[src/rtl/frame_consensus_ctrl_pkg.sv]
// Shared definitions for the frame consensus controller: FSM state encoding,
// processor color/shape codes, RESULT_OUT field positions, the timeout result
// code and small helpers used to form samples and results.
package frame_consensus_ctrl_pkg;

  typedef enum logic [1:0] {
    ST_IDLE   = 2'b00,
    ST_ARM    = 2'b01,
    ST_SAMPLE = 2'b10,
    ST_DONE   = 2'b11
  } state_t;

  localparam logic [1:0] COLOR_NONE    = 2'b00;
  localparam logic [1:0] COLOR_RED     = 2'b01;
  localparam logic [1:0] COLOR_BLUE    = 2'b10;
  localparam logic [1:0] COLOR_ILLEGAL = 2'b11;

  localparam logic [2:0] SHAPE_NONE     = 3'b000;
  localparam logic [2:0] SHAPE_DIAMOND  = 3'b001;
  localparam logic [2:0] SHAPE_TRIANGLE = 3'b010;
  localparam logic [2:0] SHAPE_SQUARE   = 3'b011;
  localparam logic [2:0] SHAPE_OTHER    = 3'b100;

  localparam int RES_COLOR_LSB   = 0;
  localparam int RES_SHAPE_LSB   = 2;
  localparam int RES_RSVD_BIT    = 5;
  localparam int RES_TIMEOUT_BIT = 6;
  localparam int RES_FOUND_BIT   = 7;

  localparam logic [7:0] RESULT_TIMEOUT = 8'h40;

  // Only red and blue are trusted; anything else (or no decision) is "none".
  function automatic logic [1:0] form_color(input logic done, input logic [1:0] code);
    if (done && ((code == COLOR_RED) || (code == COLOR_BLUE))) return code;
    return COLOR_NONE;
  endfunction

  // A shape is only meaningful when a color was recognised in the same frame.
  function automatic logic [2:0] form_shape(input logic done, input logic [2:0] code,
                                            input logic [1:0] color);
    if (done && (color != COLOR_NONE)) return code;
    return SHAPE_NONE;
  endfunction

  function automatic logic [7:0] pack_result(input logic [1:0] color, input logic [2:0] shape);
    logic [7:0] r;
    r = '0;
    r[RES_COLOR_LSB +: 2]  = color;
    r[RES_SHAPE_LSB +: 3]  = shape;
    r[RES_RSVD_BIT]        = 1'b0;
    r[RES_TIMEOUT_BIT]     = 1'b0;
    r[RES_FOUND_BIT]       = (color != COLOR_NONE);
    return r;
  endfunction

endpackage

[src/rtl/frame_consensus_ctrl_if.sv]
// Handshake and image-processor bus of the frame consensus controller.
//   vga_vsync_neg : vsync, low during vertical sync
//   color_done/color_in, shape_done/shape_in : processor decisions
//   req  : 4-phase request from the Arduino
//   ack  : 4-phase acknowledge, result valid
//   busy : frames being sampled
//   result_out : {found, timeout, rsvd, shape[2:0], color[1:0]}
// master = stimulus side (camera/processor/Arduino), slave = controller.
interface frame_consensus_ctrl_if;
  logic       vga_vsync_neg;
  logic       color_done;
  logic       shape_done;
  logic [1:0] color_in;
  logic [2:0] shape_in;
  logic       req;
  logic       ack;
  logic       busy;
  logic [7:0] result_out;

  modport master (
    output vga_vsync_neg, color_done, shape_done, color_in, shape_in, req,
    input  ack, busy, result_out
  );

  modport slave (
    input  vga_vsync_neg, color_done, shape_done, color_in, shape_in, req,
    output ack, busy, result_out
  );
endinterface

[src/rtl/vsync_edge_detect.sv]
// Falling-edge detector for the active-low vsync.
//   clk, reset : shared clock and synchronous active-high reset
//   vsync_neg  : raw vsync input
//   fall       : one-cycle pulse when vsync_neg is 0 after a 1 on the previous clock
module vsync_edge_detect (
  input  logic clk,
  input  logic reset,
  input  logic vsync_neg,
  output logic fall
);

  logic vsync_prev;

  // History resets to "high" so a vsync already low at reset release is not an edge.
  always_ff @(posedge clk) begin
    if (reset) vsync_prev <= 1'b1;
    else       vsync_prev <= vsync_neg;
  end

  assign fall = vsync_prev & ~vsync_neg;

endmodule

[src/rtl/frame_consensus_ctrl.sv]
// Frame consensus controller: on request, samples the processor classification
// at each end of frame and reports once FRAMES_REQ consecutive samples agree,
// or reports a timeout after TIMEOUT_FRAMES samples.
//   clk, reset : clock and synchronous active-high reset
//   bus        : frame_consensus_ctrl_if.slave (processor inputs, req/ack, busy, result_out)
//
// state  | meaning
// IDLE   | waiting for req; ack=0, busy=0
// ARM    | counters cleared, waiting for the first vsync edge (not sampled)
// SAMPLE | one sample per vsync falling edge until consensus or timeout
// DONE   | ack=1, result held until req drops
module frame_consensus_ctrl
  import frame_consensus_ctrl_pkg::*;
#(
  parameter int FRAMES_REQ     = 3,
  parameter int TIMEOUT_FRAMES = 15
) (
  input  logic                   clk,
  input  logic                   reset,
  frame_consensus_ctrl_if.slave  bus
);

  localparam logic [3:0] FRAMES_REQ_C = 4'(FRAMES_REQ);
  localparam logic [7:0] TIMEOUT_C    = 8'(TIMEOUT_FRAMES);

  state_t     state_q, state_d;
  logic [3:0] match_q, match_d;
  logic [7:0] frames_q, frames_d;
  logic [1:0] cand_color_q, cand_color_d;
  logic [2:0] cand_shape_q, cand_shape_d;
  logic [7:0] result_q, result_d;

  logic [1:0] color_q;
  logic [2:0] shape_q;
  logic       color_done_q;
  logic       shape_done_q;

  logic       fall;
  logic [1:0] smp_color;
  logic [2:0] smp_shape;
  logic       hit;

  vsync_edge_detect u_edge (
    .clk       (clk),
    .reset     (reset),
    .vsync_neg (bus.vga_vsync_neg),
    .fall      (fall)
  );

  // Registered copy lets the vsync edge pick up the last pre-sync values.
  always_ff @(posedge clk) begin
    if (reset) begin
      color_q      <= '0;
      shape_q      <= '0;
      color_done_q <= 1'b0;
      shape_done_q <= 1'b0;
    end else begin
      color_q      <= bus.color_in;
      shape_q      <= bus.shape_in;
      color_done_q <= bus.color_done;
      shape_done_q <= bus.shape_done;
    end
  end

  always_ff @(posedge clk) begin
    if (reset) begin
      state_q      <= ST_IDLE;
      match_q      <= '0;
      frames_q     <= '0;
      cand_color_q <= COLOR_NONE;
      cand_shape_q <= SHAPE_NONE;
      result_q     <= '0;
    end else begin
      state_q      <= state_d;
      match_q      <= match_d;
      frames_q     <= frames_d;
      cand_color_q <= cand_color_d;
      cand_shape_q <= cand_shape_d;
      result_q     <= result_d;
    end
  end

  assign smp_color = form_color(color_done_q, color_q);
  assign smp_shape = form_shape(shape_done_q, shape_q, smp_color);
  assign hit       = (smp_color == cand_color_q) && (smp_shape == cand_shape_q);

  always_comb begin
    state_d      = state_q;
    match_d      = match_q;
    frames_d     = frames_q;
    cand_color_d = cand_color_q;
    cand_shape_d = cand_shape_q;
    result_d     = result_q;

    case (state_q)
      ST_IDLE: begin
        if (bus.req) state_d = ST_ARM;
      end

      ST_ARM: begin
        match_d      = '0;
        frames_d     = '0;
        cand_color_d = COLOR_NONE;
        cand_shape_d = SHAPE_NONE;
        if (!bus.req)  state_d = ST_IDLE;
        else if (fall) state_d = ST_SAMPLE;
      end

      ST_SAMPLE: begin
        if (!bus.req) begin
          state_d = ST_IDLE;
        end else if (fall) begin
          frames_d = (frames_q == 8'hFF) ? frames_q : frames_q + 8'd1;
          if (hit) begin
            match_d = (match_q == 4'hF) ? match_q : match_q + 4'd1;
          end else begin
            cand_color_d = smp_color;
            cand_shape_d = smp_shape;
            match_d      = 4'd1;
          end
          // Consensus is checked first so it wins over a simultaneous timeout.
          if (match_d >= FRAMES_REQ_C) begin
            state_d  = ST_DONE;
            result_d = pack_result(smp_color, smp_shape);
          end else if (frames_d >= TIMEOUT_C) begin
            state_d  = ST_DONE;
            result_d = RESULT_TIMEOUT;
          end
        end
      end

      ST_DONE: begin
        if (!bus.req) state_d = ST_IDLE;
      end

      default: state_d = ST_IDLE;
    endcase
  end

  assign bus.ack        = (state_q == ST_DONE);
  assign bus.busy       = (state_q == ST_ARM) || (state_q == ST_SAMPLE);
  assign bus.result_out = result_q;

endmodule

[src/flat_wrapper.sv]
// flat-port wrapper written by rule: the top's interface ports become plain ports
module frame_consensus_ctrl_flat import frame_consensus_ctrl_pkg::*;
#(
  parameter int FRAMES_REQ     = 3,
  parameter int TIMEOUT_FRAMES = 15
)
  (clk, reset, bus_vga_vsync_neg, bus_color_done, bus_shape_done, bus_color_in, bus_shape_in, bus_req, bus_ack, bus_busy, bus_result_out);
  frame_consensus_ctrl_if bus_i ();
  input  logic clk;
  input  logic reset;
  input wire logic [$bits(bus_i.vga_vsync_neg)-1:0] bus_vga_vsync_neg;
  input wire logic [$bits(bus_i.color_done)-1:0] bus_color_done;
  input wire logic [$bits(bus_i.shape_done)-1:0] bus_shape_done;
  input wire logic [$bits(bus_i.color_in)-1:0] bus_color_in;
  input wire logic [$bits(bus_i.shape_in)-1:0] bus_shape_in;
  input wire logic [$bits(bus_i.req)-1:0] bus_req;
  output wire logic [$bits(bus_i.ack)-1:0] bus_ack;
  output wire logic [$bits(bus_i.busy)-1:0] bus_busy;
  output wire logic [$bits(bus_i.result_out)-1:0] bus_result_out;
  assign bus_i.vga_vsync_neg = bus_vga_vsync_neg;
  assign bus_i.color_done = bus_color_done;
  assign bus_i.shape_done = bus_shape_done;
  assign bus_i.color_in = bus_color_in;
  assign bus_i.shape_in = bus_shape_in;
  assign bus_i.req = bus_req;
  assign bus_ack = bus_i.ack;
  assign bus_busy = bus_i.busy;
  assign bus_result_out = bus_i.result_out;
  frame_consensus_ctrl #(.FRAMES_REQ(FRAMES_REQ), .TIMEOUT_FRAMES(TIMEOUT_FRAMES)) u_core (.clk(clk), .reset(reset), .bus(bus_i));
endmodule
[config.mk]
export PLATFORM = sky130hd
export DESIGN_NAME = frame_consensus_ctrl_flat
export DESIGN_NICKNAME = d
export VERILOG_FILES = /design/src/rtl/frame_consensus_ctrl_pkg.sv /design/src/rtl/frame_consensus_ctrl_if.sv /design/src/rtl/vsync_edge_detect.sv /design/src/rtl/frame_consensus_ctrl.sv /design/src/flat_wrapper.sv
export SDC_FILE = /design/constraint.sdc
export NUM_CORES = 1
export LEC_CHECK = 0
export BUFFER_PORTS_ARGS = -buffer_cell sky130_fd_sc_hd__buf_2
export CAP_MARGIN = 20
export CORE_UTILIZATION = 65
export CTS_BUF_LIST = sky130_fd_sc_hd__clkbuf_8
export CTS_CLUSTER_DIAMETER = 80
export DETAILED_ROUTE_END_ITERATION = 7
export PLACE_DENSITY = 0.93
export SLEW_MARGIN = 20
export SYNTH_ARGS = -nofsm -noshare
export SYNTH_HDL_FRONTEND = slang
export SYNTH_SLANG_ARGS = --single-unit
[constraint.sdc]
create_clock -name clk -period 5.07 [get_ports clk]
set_input_delay 0.2535 -clock clk [delete_from_list [all_inputs] [get_ports clk]]
set_output_delay 0.2535 -clock clk [all_outputs]
set_load 0.1 [all_outputs]
# Yosys cells after proc, flatten, opt, wreduce, memory -nomap -nowiden
# Index checks and enable logic that the tools add are counted.
# Widths: inputs -> output; s select.
totals:
  wordCells: 84
  out_inout_bits: 10
  inputBits: 11
  reg_bits: 35
op_classes:
  reduce_logical: 13
  muxes: 37
  n_lt_le_gt_ge: 2
  bitwise: 2
  addsub: 2
  eq_ne: 17
op_table:
  columns: ["op", "n"]
  rows:
  - ["$mux 8", 5]
  - ["$mux 4", 7]
  - ["$mux 2", 13]
  - ["$pmux 8 s2", 1]
  - ["$mux 3", 5]
  - ["$add 8x1->8 const B", 1]
  - ["$eq 8x8->1 const B", 1]
  - ["$ge 8x4->1 const B", 1]
  - ["$ne 2x2->1 const B", 4]
  - ["$pmux 2 s4", 1]
  - ["$pmux 4 s2", 1]
  - ["$reduce_and 4->1", 2]
  - ["$eq 2x2->1 const B", 3]
  - ["$ne 3x2->1 const B", 2]
  - ["$pmux 3 s2", 1]
  - ["$reduce_bool 2->1", 3]
  - ["$reduce_and 5->1", 1]
  - ["$add 4x1->4 const B", 1]
  - ["$eq 2x1->1 const B", 2]
  - ["$eq 4x4->1 const B", 1]
  - ["$ge 4x2->1 const B", 1]
  - ["$ne 4x2->1 const B", 1]
  - ["$pmux 2 s2", 1]
  - ["$eq 3x3->1", 1]
  - ["9 further kinds", 13]

# Longest topological paths before layout
depth:
  depth_word: 20
  depth_mapped: 8
  mapped_depth_nobuf: 7

# Modules after synthesis
# Synthesis repeated with hierarchy kept, for this count alone.
hier_totals:
  hier_cells: 203
  area_unflattened_um2: 1801.7
modules_own_cells:
  columns: ["module", "seq_area_each_um2", "instances", "area_per_inst_um2", "cells_each"]
  rows:
  - ["frame_consensus_ctrl", 660.6, 1, 1766.7, 200]
  - ["vsync_edge_detect", 20.0, 1, 35.0, 3]

# Least setup slack after synthesis
# No wires, ideal clock.
synth_path:
  kind: "register to register"
  from: "register u_core.state_q[0]"
  to: "register u_core.match_q[3]"
  t_required_ns: 4.967
  arrival_time_ns: 2.558
  setup_slack_ns: 2.408
  path_buffers: 0
  period_less_slack_ns: 2.662
  stages_incl_launch_ff: 7
  setup_time_ns: 0.103
  cell_sequence: "dfxtp_1 inv_1 ha_1 nand4_1 nor3_1 a41oi_1 a2111oi_2"
synth_between:
  elab_chain_cells: 3
  elab_cells_between_ends: 7
  classes_between: "eq/ne (4); mux (1); reduce/logical (2)"
synth_rtl:
  columns: ["element", "line", "source"]
  rows:
  - ["from (decl)", "frame_consensus_ctrl.sv:26", "state_t state_q, state_d;"]
  - ["from (signal assigned)", "frame_consensus_ctrl.sv:74", "state_q <= state_d;"]
  - ["$eq 2x2->1 or $eq 2x1->1 (tied branches)", "frame_consensus_ctrl.sv:95", "case (state_q)"]
  - ["$ne 2x1->1 (no line), or another cell as far along", null, null]
  - ["$reduce_and 3->1 (no line)", null, null]
  - ["to (signal assigned)", "frame_consensus_ctrl.sv:75", "match_q <= match_d;"]
  - ["to (decl)", "frame_consensus_ctrl.sv:27", "logic [3:0] match_q, match_d;"]
# Several ways; a longest one is shown, not always the timed one.
# A chain may end at the register's enable or synchronous reset.

# Final worst setup path
layout_path:
  from: "register u_core.frames_q[0]"
  to: "register u_core.state_q[0]"
layout_between:
  elab_chain_cells: 5
  elab_cells_between_ends: 6
  classes_between: "add/sub (1); order compare (1); eq/ne (2); mux (1); reduce/logical (1)"
layout_rtl:
  columns: ["element", "line", "source"]
  rows:
  - ["from (decl)", "frame_consensus_ctrl.sv:28", "logic [7:0] frames_q, frames_d;"]
  - ["from (signal assigned)", "frame_consensus_ctrl.sv:76", "frames_q <= frames_d;"]
  - ["$add 8x1->8 or $eq 8x8->1 (tied branches)", "frame_consensus_ctrl.sv:113", "frames_d = (frames_q == 8'hFF) ? frames_q : frames_q + 8'd1;"]
  - ["$mux 8 (*)", "frame_consensus_ctrl.sv:113", null]
  - ["$ge 8x4->1 (*)", "frame_consensus_ctrl.sv:125", "end else if (frames_d >= TIMEOUT_C) begin"]
  - ["$ne 4x2->1 (no line) (*)", null, null]
  - ["$reduce_and 5->1 (no line) (*)", null, null]
# Every way passes the cells marked *; elsewhere a longest branch is shown, timed or not.

==> results.yml <==
pwr:
  p_total_w: 0.000551
  seqPwrFrac_pct: 50.3
  swShare_pct: 27.5
  pwr-share-clk_pct: 38.3
  combPwrFrac_pct: 11.4
  p_int_w: 0.000400
  powerDensity_nw_per_um2: 263
  vdd_drop_max_mv: 0.272
  p_switching_w: 0.000152
  cellLeakagePower_nw: 0.720
timing:
  finalCritPeriodShare_pct: 49.0
  relSlewSlack_pct: 56.5
  layout_setup_ws_ps: 2590
  timing.fmax_mhz: 403
  finalSetupViolCount: 0
  rsz0062_at_grt: "false"
  finalClockSkew_ps: 7.57
  fin_setup_tns_ps: 0
  whs_ps: 161
  finalMaxSlewViolations: 0
  hold_violations: 0
  tightest_slew_ps: 652
  period_needed_ps: 2480
worst_hold_path:
  hold_class: "in -> reg"
routing:
  vias: 1827
  drt_iter0_drc: 86
  postRouteAntennaNets: 0
  routed_wl_mm: 4.16
  route.detailed.drc: 0
  via_per_inst: 6.41
  wire_per_inst_um: 14.6
  dr.pass1.iters: 5
synthesis:
  synth_xor_area_share_pct: 0.916
  seq_area_frac_synth_pct: 35.6
  yosys_warnings: 0
  synth_top_family_by_area: "simple AND/OR/NAND/NOR gates"
  synth.avg_cell_area_um2: 8.07
  synthMuxAreaShare_pct: 3.40
  async_reset_ff_share_pct: 0
  synth_area_um2: 1910
  synth_cell_types: 44
  synth_cells: 237
  yosys.area_share.simple_pct: 29.5
  synth-compound-area-share_pct: 21.9
  synth_nets: 255
  synth_edf_count: 0
  synthAdderAreaFrac_pct: 4.58
  synth_ff_type: "dfxtp_1"
  ys_ff_latch: 34
die:
  dieArea_um2: 3160
  rows: 19
  start_util_pct: 68.7
  die-height_um: 56.2
  fp.dieW_um: 56.2
  core_area_um2: 2780
  io-pin-count: 21
global_routing:
  grt_max_degree: 38
  grt_overflow_total: 0
  grtUsageTotal_pct: 29.3
  grt_pass1_wl_mm: 7.08
  grt_pass1_vias: 1622
  antenna_found_initial: 0
worst_setup_path:
  critPathCaptureType: "register"
  crit_arrival_ps: 2660
  required_ps: 5250
  critPathLaunchType: "register"
  path_class: "reg -> reg"
  critPathMaxFanout: 8
  worst_path_max_delay_cell: "a2111oi_2"
  worstPathCellList: "ha_1 > and3_1 > or2_2 > a2111oi_2 > and2_1 > nor2_1 > o41a_1"
  cp_slowest_stage_delay_ps: 530
clock_network:
  cts_setup_buffers: 0
  cts.sinks: 34
  root_buffer: "clkbuf_8"
  holdBufCountCts: 0
  clk_latency_ps: 300
  cts_buffers: 5
  ctsResizeCount: 0
  cts_tree: "done"
  path_clk_slew_ps: 70
  cts_buffer_depth: 2
  cts_max_level: 2
cells_and_area:
  mostFrequentLayoutCells: "dfxtp_1, nand2_1, a21oi_1, nor2_1, buf_2"
  final_common_cell: "dfxtp_1"
  area_growth_pct: 9.62
  fin_nets: 271
  layout-drive-gt1-share_pct: 15.0
  fillers: 208
  stdcell_area_um2: 2100
  n_antenna_cell: 0
placed_design:
  placedInstanceArea_um2: 2000
  portBuffers: 19
  routabilityCongestion: 0.873
  dp_slack_ps: 2640
  dp_hpwl_mm: 2.79
flow_run:
  maxCapViolCount: 0
status:
  outcome: "finished, final reports clean"
-- sequential cells by signal (all words and copies together), names as in the netlist --
| register | flops |
|---|---|
| u_core.u_edge.vsync_prev | 1 |
| u_core.shape_done_q | 1 |
| u_core.cand_color_q | 2 |
| u_core.cand_shape_q | 3 |
| u_core.frames_q | 8 |
| u_core.shape_q | 3 |
| u_core.color_done_q | 1 |
| u_core.color_q | 2 |
| u_core.match_q | 4 |
| u_core.bus.result_out | 7 |
| u_core.state_q | 2 |
-- cell usage after synthesis, drive strengths merged, types with 4 or more instances --
| cell type | count | area share (%) |
|---|---|---|
| o211ai | 4 | 1.6 |
| nor2 | 21 | 4.1 |
| nand2b | 6 | 2.0 |
| ha | 7 | 4.6 |
| nand2 | 22 | 4.3 |
| a31oi | 6 | 2.0 |
| nand3b | 10 | 3.9 |
| nand3 | 10 | 2.6 |
| dfxtp | 34 | 36 |
| mux2 | 4 | 2.4 |
| o21ai | 10 | 2.6 |
| nor3 | 11 | 2.9 |
| or2 | 6 | 2.0 |
| inv | 8 | 1.6 |
| a21oi | 21 | 5.5 |
| clkbuf | 8 | 1.6 |
| nor2b | 8 | 2.6 |
-- per-layer routing --
metal	GRT usage [%]	routed length [µm]	vias to the layer above
met5	0	0	-
met4	12.5	99	0
met3	10.5	243	15
met2	45.1	1880	62
met1	37.2	1940	853
li1	-	-	897
-- kinds of logic (layout without fill, tap and decap cells) --
| family | Yosys count | in the layout |
|---|---|---|
| XOR/XNOR | 2 | 2 |
| flip-flops | 34 | 34 |
| AO/OA/AOI/OAI | 62 | 62 |
| buffers and inverters | 18 | 35 |
| multiplexers | 6 | 6 |
| AND/OR/NAND/NOR | 107 | 107 |
| other | 1 | 1 |
| adder cells (fa/ha/maj) | 7 | 7 |
-- layout make-up --
cell class	instances	area (µm²)	area share [%]
clock buffers	6	82.6	3.94
flip-flops and latches	34	681	32.5
well taps	31	38.8	1.85
inverters	8	30.0	1.43
multi-input cells	185	1160	55.2
repair buffers	19	95.1	4.54
clock inverters	2	12.5	0.597
-- path summary, 6_finish.rpt --
kind,from,to,slack (ps),depth (start not counted)
setup / recovery,u_core.frames_q[0]$_SDFFE_PP0P_,u_core.state_q[0]$_SDFFE_PP0P_,2590,7
hold reg to reg,u_core.bus.result_out[0]$_SDFFE_PP0P_,u_core.bus.result_out[0]$_SDFFE_PP0P_,480,2
hold / removal,bus_shape_in[2],u_core.shape_q[2]$_SDFF_PP0_,160,2
setup reg to reg,u_core.frames_q[0]$_SDFFE_PP0P_,u_core.state_q[0]$_SDFFE_PP0P_,2590,7
-- through the flow --
step | cells | utilization [%]
finish | 285 | 75.3
global route | 285 | 75.3
CTS | 285 | 75.3
detailed placement | 277 | 71.9
global placement | 277 | 71.9
floorplan | 237 | -
-- worst max-delay path, delay by kind of cell, from the launching register on --
family                   cells  cell delay (ps)
AO/OA/AOI/OAI                2              880
adder cells (fa/ha/maj)      1              280
flip-flops                   1              380
AND/OR/NAND/NOR              4              830
-- power groups by stage --
stage	Combinational (W)	Sequential [W]	Clock, W
final	0.0000628	0.000277	0.000211
after global placement	0.0000610	0.000283	0
after detailed placement	0.0000618	0.000283	0
after global routing	0.0000695	0.000278	0.000225
after CTS	0.0000623	0.000277	0.000210
after floorplan	0.0000509	0.000282	0
(Power assumes the default switching activity.)
